**src/rtl/mem_request_initiator.sv**
```systemverilog
// Memory request initiator: issues a configurable run of SRAM/DRAM requests,
// tracks outstanding requests in an in-order tag FIFO, and gathers per-request
// latency statistics and error flags from the response stream.
module mem_request_initiator #(
  parameter int SIZE_WIDTH      = 16,
  parameter int MAX_OUTSTANDING = 4
) (
  input  logic                  clk,
  input  logic                  reset,
  input  logic                  start,
  input  logic [15:0]           cfg_num_reqs,
  input  logic [SIZE_WIDTH-1:0] cfg_size_bytes,
  input  logic [3:0]            cfg_dram_every,
  input  logic [7:0]            cfg_gap_cycles,
  output logic                  req_valid,
  output logic                  req_is_dram,
  output logic [SIZE_WIDTH-1:0] req_size_bytes,
  input  logic                  req_ready,
  input  logic                  resp_valid,
  input  logic [SIZE_WIDTH-1:0] resp_size_bytes,
  output logic                  busy,
  output logic                  done,
  output logic [15:0]           issued_count,
  output logic [15:0]           completed_count,
  output logic [4:0]            outstanding,
  output logic [31:0]           lat_min,
  output logic [31:0]           lat_max,
  output logic [31:0]           lat_sum,
  output logic                  err_unexpected_resp,
  output logic                  err_size_mismatch
);

  localparam int PW = (MAX_OUTSTANDING > 1) ? $clog2(MAX_OUTSTANDING) : 1;
  localparam logic [4:0]    MAX_OUT  = 5'(MAX_OUTSTANDING);
  localparam logic [PW-1:0] LAST_PTR = PW'(MAX_OUTSTANDING - 1);

  typedef enum logic [2:0] {IDLE, ISSUE, GAP, DRAIN, DONE} state_t;

  state_t state_q, state_d;
  logic [7:0] gapCnt_q, gapCnt_d;

  logic [15:0]           numReqs_q;
  logic [SIZE_WIDTH-1:0] sizeBytes_q;
  logic [3:0]            dramEvery_q;
  logic [7:0]            gapCycles_q;
  logic [3:0]            dramPhase_q;
  logic [31:0]           cycle_q;

  logic [31:0]           stampMem_q [MAX_OUTSTANDING];
  logic [SIZE_WIDTH-1:0] sizeMem_q  [MAX_OUTSTANDING];
  logic [PW-1:0]         wrPtr_q, rdPtr_q;
  logic [4:0]            count_q;

  logic                  startAccept;
  logic                  handshake;
  logic                  pop;
  logic [31:0]           headStamp;
  logic [SIZE_WIDTH-1:0] headSize;
  logic [31:0]           latency;
  logic [32:0]           sumWide;

  // Handshake/pop qualifiers, FIFO head view and the outgoing request fields.
  // dramPhase_q holds (issued_count mod dram_every), so the next request is
  // DRAM when the phase is one short of wrapping.
  always_comb begin
    startAccept    = start && ((state_q == IDLE) || (state_q == DONE));
    req_valid      = (state_q == ISSUE) && (count_q < MAX_OUT);
    req_is_dram    = (dramEvery_q != 4'd0) && (dramPhase_q == (dramEvery_q - 4'd1));
    req_size_bytes = sizeBytes_q;
    handshake      = req_valid && req_ready;
    pop            = resp_valid && (count_q != 5'd0);
    headStamp      = stampMem_q[rdPtr_q];
    headSize       = sizeMem_q[rdPtr_q];
    latency        = cycle_q - headStamp;
    sumWide        = {1'b0, lat_sum} + {1'b0, latency};
    busy           = (state_q == ISSUE) || (state_q == GAP) || (state_q == DRAIN);
    done           = (state_q == DONE);
    outstanding    = count_q;
  end

  // Run sequencing: next state and gap countdown.
  always_comb begin
    state_d  = state_q;
    gapCnt_d = gapCnt_q;
    case (state_q)
      IDLE, DONE: begin
        if (start) state_d = (cfg_num_reqs == 16'd0) ? DONE : ISSUE;
      end
      ISSUE: begin
        if (handshake) begin
          if ((issued_count + 16'd1) == numReqs_q) begin
            state_d = DRAIN;
          end else if (gapCycles_q != 8'd0) begin
            state_d  = GAP;
            gapCnt_d = gapCycles_q;
          end
        end
      end
      GAP: begin
        if (gapCnt_q <= 8'd1) state_d = ISSUE;
        else gapCnt_d = gapCnt_q - 8'd1;
      end
      DRAIN: begin
        if (count_q == 5'd0) state_d = DONE;
      end
      default: state_d = IDLE;
    endcase
  end

  // State register for the run sequencer.
  always_ff @(posedge clk or posedge reset) begin
    if (reset) begin
      state_q  <= IDLE;
      gapCnt_q <= 8'd0;
    end else begin
      state_q  <= state_d;
      gapCnt_q <= gapCnt_d;
    end
  end

  // Configuration latch, run counters, latency statistics and sticky errors.
  // A start clears the statistics and takes priority over a same-cycle pop's
  // statistics update; the pop itself still retires the FIFO entry.
  always_ff @(posedge clk or posedge reset) begin
    if (reset) begin
      cycle_q             <= 32'd0;
      numReqs_q           <= 16'd0;
      sizeBytes_q         <= '0;
      dramEvery_q         <= 4'd0;
      gapCycles_q         <= 8'd0;
      dramPhase_q         <= 4'd0;
      issued_count        <= 16'd0;
      completed_count     <= 16'd0;
      lat_min             <= 32'hFFFF_FFFF;
      lat_max             <= 32'd0;
      lat_sum             <= 32'd0;
      err_unexpected_resp <= 1'b0;
      err_size_mismatch   <= 1'b0;
    end else begin
      cycle_q <= cycle_q + 32'd1;
      if (startAccept) begin
        numReqs_q           <= cfg_num_reqs;
        sizeBytes_q         <= cfg_size_bytes;
        dramEvery_q         <= cfg_dram_every;
        gapCycles_q         <= cfg_gap_cycles;
        dramPhase_q         <= 4'd0;
        issued_count        <= 16'd0;
        completed_count     <= 16'd0;
        lat_min             <= 32'hFFFF_FFFF;
        lat_max             <= 32'd0;
        lat_sum             <= 32'd0;
        err_unexpected_resp <= 1'b0;
        err_size_mismatch   <= 1'b0;
      end else begin
        if (handshake) begin
          issued_count <= issued_count + 16'd1;
          if ((dramEvery_q == 4'd0) || (dramPhase_q == (dramEvery_q - 4'd1))) dramPhase_q <= 4'd0;
          else dramPhase_q <= dramPhase_q + 4'd1;
        end
        if (pop) begin
          completed_count <= completed_count + 16'd1;
          if (latency < lat_min) lat_min <= latency;
          if (latency > lat_max) lat_max <= latency;
          lat_sum <= sumWide[32] ? 32'hFFFF_FFFF : sumWide[31:0];
          if (headSize != resp_size_bytes) err_size_mismatch <= 1'b1;
        end
        if (resp_valid && (count_q == 5'd0)) err_unexpected_resp <= 1'b1;
      end
    end
  end

  // In-order tag FIFO of {issue stamp, size}; push on handshake, pop on response.
  always_ff @(posedge clk or posedge reset) begin
    if (reset) begin
      wrPtr_q <= '0;
      rdPtr_q <= '0;
      count_q <= 5'd0;
      for (int i = 0; i < MAX_OUTSTANDING; i++) begin
        stampMem_q[i] <= 32'd0;
        sizeMem_q[i]  <= '0;
      end
    end else begin
      if (handshake) begin
        stampMem_q[wrPtr_q] <= cycle_q;
        sizeMem_q[wrPtr_q]  <= sizeBytes_q;
        wrPtr_q <= (wrPtr_q == LAST_PTR) ? '0 : wrPtr_q + 1'b1;
      end
      if (pop) begin
        rdPtr_q <= (rdPtr_q == LAST_PTR) ? '0 : rdPtr_q + 1'b1;
      end
      case ({handshake, pop})
        2'b10:   count_q <= count_q + 5'd1;
        2'b01:   count_q <= count_q - 5'd1;
        default: count_q <= count_q;
      endcase
    end
  end

endmodule
```
**config.mk**
```make
export PLATFORM = sky130hd
export DESIGN_NAME = mem_request_initiator
export DESIGN_NICKNAME = d
export VERILOG_FILES = /design/src/rtl/mem_request_initiator.sv
export SDC_FILE = /design/constraint.sdc
export NUM_CORES = 1
export LEC_CHECK = 0
export ABC_CLOCK_PERIOD_IN_PS = 18100
export CORE_UTILIZATION = 59
export DETAILED_ROUTE_END_ITERATION = 7
export PLACE_DENSITY = 0.82
export SLEW_MARGIN = 20
export SYNTH_ARGS = -nofsm -noshare
export SYNTH_HDL_FRONTEND = slang
export SYNTH_SLANG_ARGS = --single-unit
```
**constraint.sdc**
```tcl
create_clock -name clk -period 18.1 [get_ports clk]
set_input_delay 1.81 -clock clk [delete_from_list [all_inputs] [get_ports clk]]
set_output_delay 1.81 -clock clk [all_outputs]
set_load 0.02 [all_outputs]
```
After elaboration in Yosys (flattened, before gate mapping)
Cells that the tools add are included.

Register bits: 422. Latch bits: 0. Memory bits (writable): 0. Memory bits (read-only): 0. Input bits: 65. Logic and storage cells: 147. Memories: 0.

Add/sub/neg operators: 12. Multiply operators: 0. Div/mod/pow operators: 0. Magnitude comparators: 7. Equal/unequal tests: 19. Shift-type cells: 0. Mux-type cells: 49. Bitwise gates (word level): 2. Reduce and logical (&&, ||, !) cells: 32.

Operators by type and width (count): 2-to-1 mux 32 bit (12); bitwise mux 128 bit (1); 2-to-1 mux 16 bit (7); binary-select mux 32 bit (select 2 bit) (1); bitwise mux 64 bit (1); demux 32 bit (select 2 bit) (1); adder 32 x 32 -> 33 bit (1); adder 16 x 1 -> 16 bit (second input constant) (2); adder 32 x 1 -> 32 bit (second input constant) (1); binary-select mux 16 bit (select 2 bit) (1); demux 16 bit (select 2 bit) (1); greater-than comparator 32 bit (1); less-than comparator 32 bit (1); 2-to-1 mux 8 bit (4); subtractor 32 bit (1); 2-to-1 mux 3 bit (7); == test 16 bit (1); zero test 16 bit (1); != test 16 bit (1); one-hot mux 8 bit (2 select lines) (1); nonzero test 2 bit (8); 2-to-1 mux 4 bit (3); one-hot mux 3 bit (4 select lines) (1); one-hot mux 5 bit (2 select lines) (1); 33 further kinds (61).

Longest topological paths before layout
Gate-level depths: netlist of the first run.

Depth after elaboration: 9. Gate-level depth with buffers: 25. Mapped depth without buffers: 20.

Least setup slack after synthesis of the first run
OpenSTA, ideal clock, no wires.

Path kind: reg2reg. Start point: reg rdPtr_q[0]. End point: reg lat_max[15]. Library setup time: 132 ps. Arrival time: 5767 ps. Data required time: 17968 ps. Slack: 12201 ps. Stages on the path, launching flop included: 24. Buffers on the path: 5. Cell sequence: dfrtp_1 > clkbuf_1 > buf_2 > buf_1 > mux4_2 > inv_1 > ha_1 > a21o_1 > a221o_1 > a221o_2 > a41oi_4 > o21a_4 > o211ai_2 > ha_1 > nand3_1 > nor2_1 > nand2_1 > or3_1 > nand3b_1 > o311ai_0 > buf_2 > buf_2 > mux2i_1 > nor2_1.

Cells in the longest elaborated chain, start to end: 8. Elaborated cells on any way between the ends: 11.

Ends and longest elaborated chain: start: declaration (RTL line 51) `logic [PW-1:0] wrPtr_q, rdPtr_q;`; start signal: assignment (RTL line 189) `rdPtr_q <= (rdPtr_q == LAST_PTR) ? '0 : rdPtr_q + 1'b1;`; NOT 2 -> 3 bit (implied by the code) (*) (RTL line 72) `headStamp = stampMem_q[rdPtr_q];`; binary-select mux 32 bit (select 2 bit) (*) (RTL line 72); 2-to-1 mux 32 bit (implied by the code) (*) (2 in a row) (RTL line 72); subtractor 32 bit (*) (RTL line 74) `latency = cycle_q - headStamp;`; greater-than comparator 32 bit or 2-to-1 mux 32 bit (tied branches) (RTL line 163) `if (latency > lat_max) lat_max <= latency;`; nonzero test 2 bit (no line) or 2-to-1 mux 32 bit (tied branches); AND reduction 2 bit (no line) or 2-to-1 mux 32 bit (tied branches); end signal: assignment (RTL line 163); end: declaration (RTL line 27) `output logic [31:0] lat_max,`.

Mark *: on every way between the ends. The rest lies on a longest branch, timed or not. The select of a mux whose other input is x is not followed. A chain may end at the register's enable or synchronous reset.

Worst setup path in the final report of the first run
Start point: reg rdPtr_q[0]. End point: reg lat_max[22].

The elaborated chain is that of the path after synthesis.

==> summary.txt, run 1 <==
Run status
  • Status: completed

Cells and area
  • Area growth, synth to finish: 17.2%
  • Final cell utilization of the core: 70.5%
  • Fraction of layout cells with a size suffix above 1: 16.1%
  • Nets: about 2700
  • N_diodes: 0

Setup path
  • FF-to-FF path depth: 21
  • CP required: 18570 ps
  • CP arrival: roughly 7000 ps
  • CP max FO: 28
  • Flop2flop setup slack: about 12000 ps
  • Crit path capture type: flop
  • Crit Path Category: flop to flop
  • Startpoint Class: flop

Global route
  • First-pass GRT wire length: between 90000 and 100000 um
  • Number of global-route vias before repair: between 15000 and 20000
  • Antenna violations before repair: 1
  • Gr usage total: 29.1%
  • Remaining Overflow, GRT: 0
  • Largest net degree at the start of global routing: 202

STA
  • Pins Over Slew Limit: 0
  • Period utilisation layout: 35.9%
  • Slew margin rel.: a little over a third
  • Clock skew: 21.7 ps
  • Max Fclk: ~150 MHz
  • Number of setup violations in the final report: 0
  • Setup TNS: 0 ps
  • Slew at the pin closest to its max-slew limit: 962 ps
  • RSZ-0062 raised after global routing: no
  • Final Critical Period: roughly 6500 ps
  • Hold Violations, Final: 0

Pwr
  • Peak supply drop: 0.0997 mV
  • Leak: roughly 13 nW
  • Power Density: roughly 170 nW/um2
  • Total power draw: between 4 and 5 mW

Die
  • Ports: 220
  • Die area: a little over 40000 um2
  • Row cnt: 73
  • Initial Utilization: 60.1%
  • Core Footprint: approximately 40000 um2
  • Chip height: a little over 200 um
  • Die width: around 200 um

Route
  • Remaining DRCs: 0
  • Antenna-violating nets left: 0
  • Via count: between 15000 and 20000
  • Pre-antenna DRT Iters: 5
  • Drt initial violations: approximately 1400
  • Wirelength, routed: just under 60000 um
  • Via density: approximately 6.1
  • Drt wl/cell: ~20 um

Synthesis
  • Post-Syn Area: 24000 um2
  • Post-synth EDFFs: 0
  • Distinct cells, synth: 79
  • Syn nets: 2500
  • Syn. warnings: 0
  • Sequential fraction of the synthesis area: between 40 and 50%
  • Mapped Cells: 2289
  • Syn_area_per_cell: between 10 and 15 um2
  • Post-synth ARST share: 100%
  • Seq cells post-synth: roughly 420
  • Post-synth top cells: 390 x dfrtp_1, 270 x nand2_1, 185 x mux2_2, 143 x ha_1, 133 x inv_1
  • Most common cell in the netlist: dfrtp_1
  • Post-synth top area share: 40.7%
  • Top_reg_cell synth: dfrtp_1
  • Synth area leader: dfrtp_1
  • Area contributors post-synth: dfrtp_1 41%, mux2_2 8.7%, ha_1 7.5%

Clock network
  • Post CTS Setup Buffer Count: 0
  • Resize count post-CTS: 0
  • Clock sink count: 422
  • Worst-skew pair later-pin latency: 600 ps
  • CTS root buf: clkbuf_16
  • CTS Buf Count: 45
  • Clock Pin Slew Worst Setup and Hold Paths: around 60 ps
  • CTS Buffer Depth: 3
  • CTS H-tree lvls: 2
  • CTS tree: yes
  • Post-CTS Hold Buffers: 0

Flow run
  • MaxCap Viol Count: 0

Placement
  • GPL Wtd Cong: roughly 0.90
  • Port bufs: between 200 and 250
  • HPWL Detailed: between 40000 and 50000 um

Min path
  • Hold Path Depth: 2
  • HP Class: flop to flop
[final timing paths]
check	startpoint	endpoint
max in group asynchronous	reset	completed_count[8]
min in group asynchronous	reset	cycle_q[7]
worst max register to register	rdPtr_q[0]	lat_max[22]
worst max-delay path	rdPtr_q[0]	lat_max[22]
worst min-delay path	stampMem_q[4]	stampMem_q[4]
worst min register to register	stampMem_q[4]	stampMem_q[4]
[cells in the final DEF, fill, tap and decap left out, types with 43 or more instances in the layout]
| cell type | instances |
|---|---|
| clkbuf_16 | 46 |
| o211ai_1 | 51 |
| a21o_1 | 43 |
| mux4_2 | 48 |
| nor2_1 | 112 |
| a21oi_1 | 123 |
| clkdlybuf4s50_1 | 219 |
| o21ai_0 | 124 |
| mux2_2 | 185 |
| nand3_1 | 54 |
| xnor2_1 | 71 |
| nand2_1 | 265 |
| ha_1 | 143 |
| dfrtp_1 | 388 |
| xor2_1 | 74 |
| inv_1 | 132 |
[sequential cells by signal, indices dropped and copies added, names as in the netlist, 3 cells and up]
signal	cells
outstanding	5
numReqs_q	16
cycle_q	32
dramEvery_q	4
completed_count	16
stampMem_q	128
sizeMem_q	64
gapCnt_q	8
lat_sum	32
lat_min	32
dramPhase_q	4
state_q	3
req_size_bytes	16
lat_max	32
gapCycles_q	8
issued_count	16
[layout make-up]
type | instances | area (um2)
Fill cell | 2850 | 11800
Inverter | 133 | 507
Multi-Input combinational cell | 1623 | 12400
Tap cell | 525 | 657
Clock buffer | 70 | 1320
Sequential cell | 422 | 10600
Clock inverter | 14 | 180
Timing Repair Buffer | 241 | 2410
[metal layers]
layer | global-route usage, % | vias to the layer above | wire, um
met4 | 7.60 | 2 | 1240
met5 | 0 | - | 13
met3 | 4.81 | 92 | 3540
met2 | 47.1 | 582 | 28300
li1 | - | 8521 | -
met1 | 40.6 | 9232 | 26100
[critical path: stages, from the launching register on]
cell	delay [ps]
dfrtp_4	780
buf_4	530
mux4_2	560
inv_1	70
ha_1	280
a21o_1	230
a31oi_1	310
a211o_1	270
a31oi_2	150
o31ai_1	500
o221ai_1	210
xor2_1	470
ha_1	230
nand4_1	90
nor2_1	90
nand2_1	110
or3_1	420
nand3b_1	190
o311ai_2	110
buf_4	340
nor2_1	120
a22o_1	270
[metrics by stage]
step	cells	area, um2	worst slack, ps	hold slack (ps)
after floorplan	2289	24000	4590	445
after CTS	3026	28100	11580	490
after detailed placement	2942	26600	11620	477
after global routing	3028	28100	11110	507
after global placement	2942	26600	11720	463
final	3028	28100	11600	490
[cell families after synthesis]
group           share of synthesized area (%)
flops                                    44.2
buf+inv                                  4.11
compound gates                           12.5
simple gates                             11.4
xor+xnor                                 5.43
mux                                      14.6
fa+ha+maj                                7.71
[report_power, final]
part / internal [mW] / switching, mW
registers: 1.19 / 0.231
clock network: 0.549 / 0.393
logic: 0.997 / 1.32
Power figures use the tool's default switching activity.
==> run 2: changes to the inputs <==
--- a/config.mk
+++ b/config.mk
@@ -5,7 +5,7 @@
 export SDC_FILE = /design/constraint.sdc
 export NUM_CORES = 1
 export LEC_CHECK = 0
-export ABC_CLOCK_PERIOD_IN_PS = 18100
+export ABC_CLOCK_PERIOD_IN_PS = 6400
 export CORE_UTILIZATION = 59
 export DETAILED_ROUTE_END_ITERATION = 7
 export PLACE_DENSITY = 0.82
==> constraint.sdc (replaced) <==
create_clock -name clk -period 6.4 [get_ports clk]
set_input_delay 0.64 -clock clk [delete_from_list [all_inputs] [get_ports clk]]
set_output_delay 0.64 -clock clk [all_outputs]
set_load 0.02 [all_outputs]
==> run 2 against run 1 <==
  * Highest routed layer is now met4
  * Clock-buffer cell count down 10
  * Sequential cell count is the same
  * Total power grew to 2.9 times the previous value
  * Largest power group unchanged
  * Largest cell class unchanged
  * Combinational power rose to 2.8 times the previous value
==> summary.txt, run 2 (synthesis gave the netlist of run 1 again) <==
Clock network
  • Worst-skew pair later-pin latency: 600 ps (about the same)
  • Clock sink count: 422 (unchanged)
  • CTS H-tree lvls: 2 (unchanged)
  • CTS Buffer Depth: 3 (unchanged)
  • Post-CTS Hold Buffers: 0 (unchanged)
  • CTS tree: yes (unchanged)
  • CTS Buf Count: 45 (unchanged)
  • Clock Pin Slew Worst Setup and Hold Paths: 60 ps (about the same)
  • CTS root buf: clkbuf_16 (unchanged)

STA
  • Pins Over Slew Limit: 0 (unchanged)
  • Hold Violations, Final: 0 (unchanged)
  • Slew at the pin closest to its max-slew limit: 917 ps (was 962 ps)
  • Final Critical Period: 6040 ps (was 6500 ps)
  • Slew margin rel.: 38.7% (was 35.7%)
  • Setup TNS: 0 ps (unchanged)
  • Period utilisation layout: 94.4% (was 35.9%)
  • RSZ-0062 raised after global routing: no (unchanged)
  • Minimum hold slack: 488 ps (was 490 ps)
  • Max Fclk: 166 MHz (was 154 MHz)
  • Post-route setup slack: 359 ps (was 11600 ps)
  • Number of setup violations in the final report: 0 (unchanged)
  • Clock skew: 28.2 ps (was 21.7 ps)

Run status
  • Status: completed (unchanged)

Cells and area
  • Fraction of layout cells with a size suffix above 1: 16.9% (was 16.1%)
  • N_diodes: 0 (unchanged)
  • Nets: 2684 (was 2677)
  • Most common cell after layout, fill and taps aside: dfrtp_1 (unchanged)
  • Area growth, synth to finish: 18.2% (was 17.2%)
  • Filler-free cell count of the finished design: 3035 (was 3028)
  • Max reg flops: 128 (unchanged)
  • Design area: 28400 um2 (was 28100 um2)
  • Top Registers: stampMem_q x128, sizeMem_q x64 (unchanged)
  • Most flop-heavy register: stampMem_q (unchanged)
  • Leading cell types in the layout, fill and taps excluded: 388 x dfrtp_1, 265 x nand2_1, 219 x clkdlybuf4s50_1 (unchanged)

Setup path
  • CP max FO: 31 (was 28)
  • Critical Path, Cell by Cell: mux4_2 -> inv_1 -> ha_1 -> a21o_1 -> a31oi_1 -> a21oi_1 -> a211o_1 -> a21oi_1 -> xnor2_1 -> ha_1 -> and3_1 -> a221o_1 -> a2bb2oi_2 -> a31oi_2 -> a221o_1 -> a21oi_2 -> o31a_4 -> a21oi_1 (was buf_4 -> mux4_2 -> inv_1 -> ha_1 -> a21o_1 -> a31oi_1 -> a211o_1 -> a31oi_2 -> o31ai_1 -> o221ai_1 -> xor2_1 -> ha_1 -> nand4_1 -> nor2_1 -> nand2_1 -> or3_1 -> nand3b_1 -> o311ai_2 -> buf_4 -> nor2_1 -> a22o_1)
  • CP required: 6850 ps (was 18570 ps)
  • Startpoint Class: flop (unchanged)
  • Worst path slowest cell: dfrtp_4 (unchanged)
  • Crit Path Category: flop to flop (unchanged)
  • Crit path capture type: flop (unchanged)
  • Most used cell, CP: a21oi_1
  • Biggest cell delay along the critical path: 810 ps (was 780 ps)
  • CP arrival: 6490 ps (was 6970 ps)

Pwr
  • Peak supply drop: 0.309 mV (was 0.0997 mV)
  • Power Density: 477 nW/um2 (was 166 nW/um2)
  • Leak: 13.4 nW (was 13.3 nW)

Global route
  • Gr usage total: 29.3% (was 29.1%)
  • Remaining Overflow, GRT: 0 (unchanged)
  • Largest net degree at the start of global routing: 145 (was 202)
  • First-pass GRT wire length: 97400 um (was 96500 um)
  • Number of global-route vias before repair: 18869 (was 18262)
  • Antenna violations before repair: 0 (was 1)

Die
  • Ports: 220 (unchanged)
  • Core Footprint: 39900 um2 (unchanged)
  • Row cnt: 73 (unchanged)
  • Chip height: 204 um (unchanged)
  • Initial Utilization: 60.1% (unchanged)
  • Die width: 204 um (unchanged)
  • Die area: 41500 um2 (unchanged)

Route
  • Remaining DRCs: 0 (unchanged)
  • Drt initial violations: 1219 (was 1382)
  • Via count: 18455 (was 18429)
  • Pre-antenna DRT Iters: 5 (unchanged)
  • Drt wl/cell: 19.6 um (about the same)
  • Wirelength, routed: 59400 um (was 59200 um)
  • Antenna-violating nets left: 0 (unchanged)
  • Via density: 6.08 (was 6.09)

Placement
  • Placed insts: 2951 (was 2942)
  • HPWL Detailed: 41300 um (about the same)
  • GPL Wtd Cong: 0.943 (was 0.903)
  • Port bufs: 219 (unchanged)
  • Placed inst area: 26600 um2 (about the same)
  • Post-Place Setup Slack: 401 ps (was 11620 ps)

Min path
  • HP Class: flop to flop (unchanged)

Flow run
  • MaxCap Viol Count: 0 (unchanged)
-- run 2: what timing repair did --
item                                    CTS  global route
resized for setup                         0             2
setup buffers                             0             0
endpoints found under the setup margin    0            22
-- run 2: power breakdown --
group	switching, mW	internal, mW	total, mW
Sequential	0.663	3.38	4.04
Combinational	3.67	2.87	6.54
Clock	1.13	1.82	2.94
-- run 2: metal layers --
metal / global-route usage (%) / routed length [um] / part of all wire [%]
met4: 10.4 / 1580 / 2.7
met1: 39.2 / 25500 / 43
met2: 48.3 / 29000 / 49
met5: 0 / 0 / 0
met3: 4.86 / 3430 / 5.8
-- run 2: path summary, 6_finish.rpt --
check                                from        endpoint  slack (ps)  cells past startpoint
max reg2reg                    rdPtr_q[0]      lat_sum[1]         360                     18
min                        stampMem_q[32]  stampMem_q[32]         490                      2
max in group asynchronous           reset      lat_sum[0]        4550                      3
min in group asynchronous           reset  stampMem_q[18]         600                      2
max                            rdPtr_q[0]      lat_sum[1]         360                     18
min reg2reg                stampMem_q[32]  stampMem_q[32]         490                      2
-- run 2: final cells by class --
cell class	instances	area [um2]
multi-input combinational	1623	12400
fill	2815	11500
sequential	422	10600
timing repair buffer	248	2450
clock buffer	60	1310
tap	525	657
inverter	133	503
clock inverter	24	400
-- run 2: stage by stage --
stage	utilization (%)	power (mW)
after global routing	71.1	14.4
after floorplan	-	8.51
after detailed placement	66.7	10.6
after CTS	71.0	13.5
after global placement	66.7	10.3
final	71.1	13.5
-- run 2: critical path, delay by kind of cell (launching register included) --
family | cells | cell delay, ps
adders and majority gates | 2 | 730
DFF | 1 | 810
AOI/OAI and AO/OA | 12 | 3060
muxes | 1 | 580
buffers and inverters | 1 | 70
and+or+nand+nor | 1 | 210
xor gates and xnor gates | 1 | 380
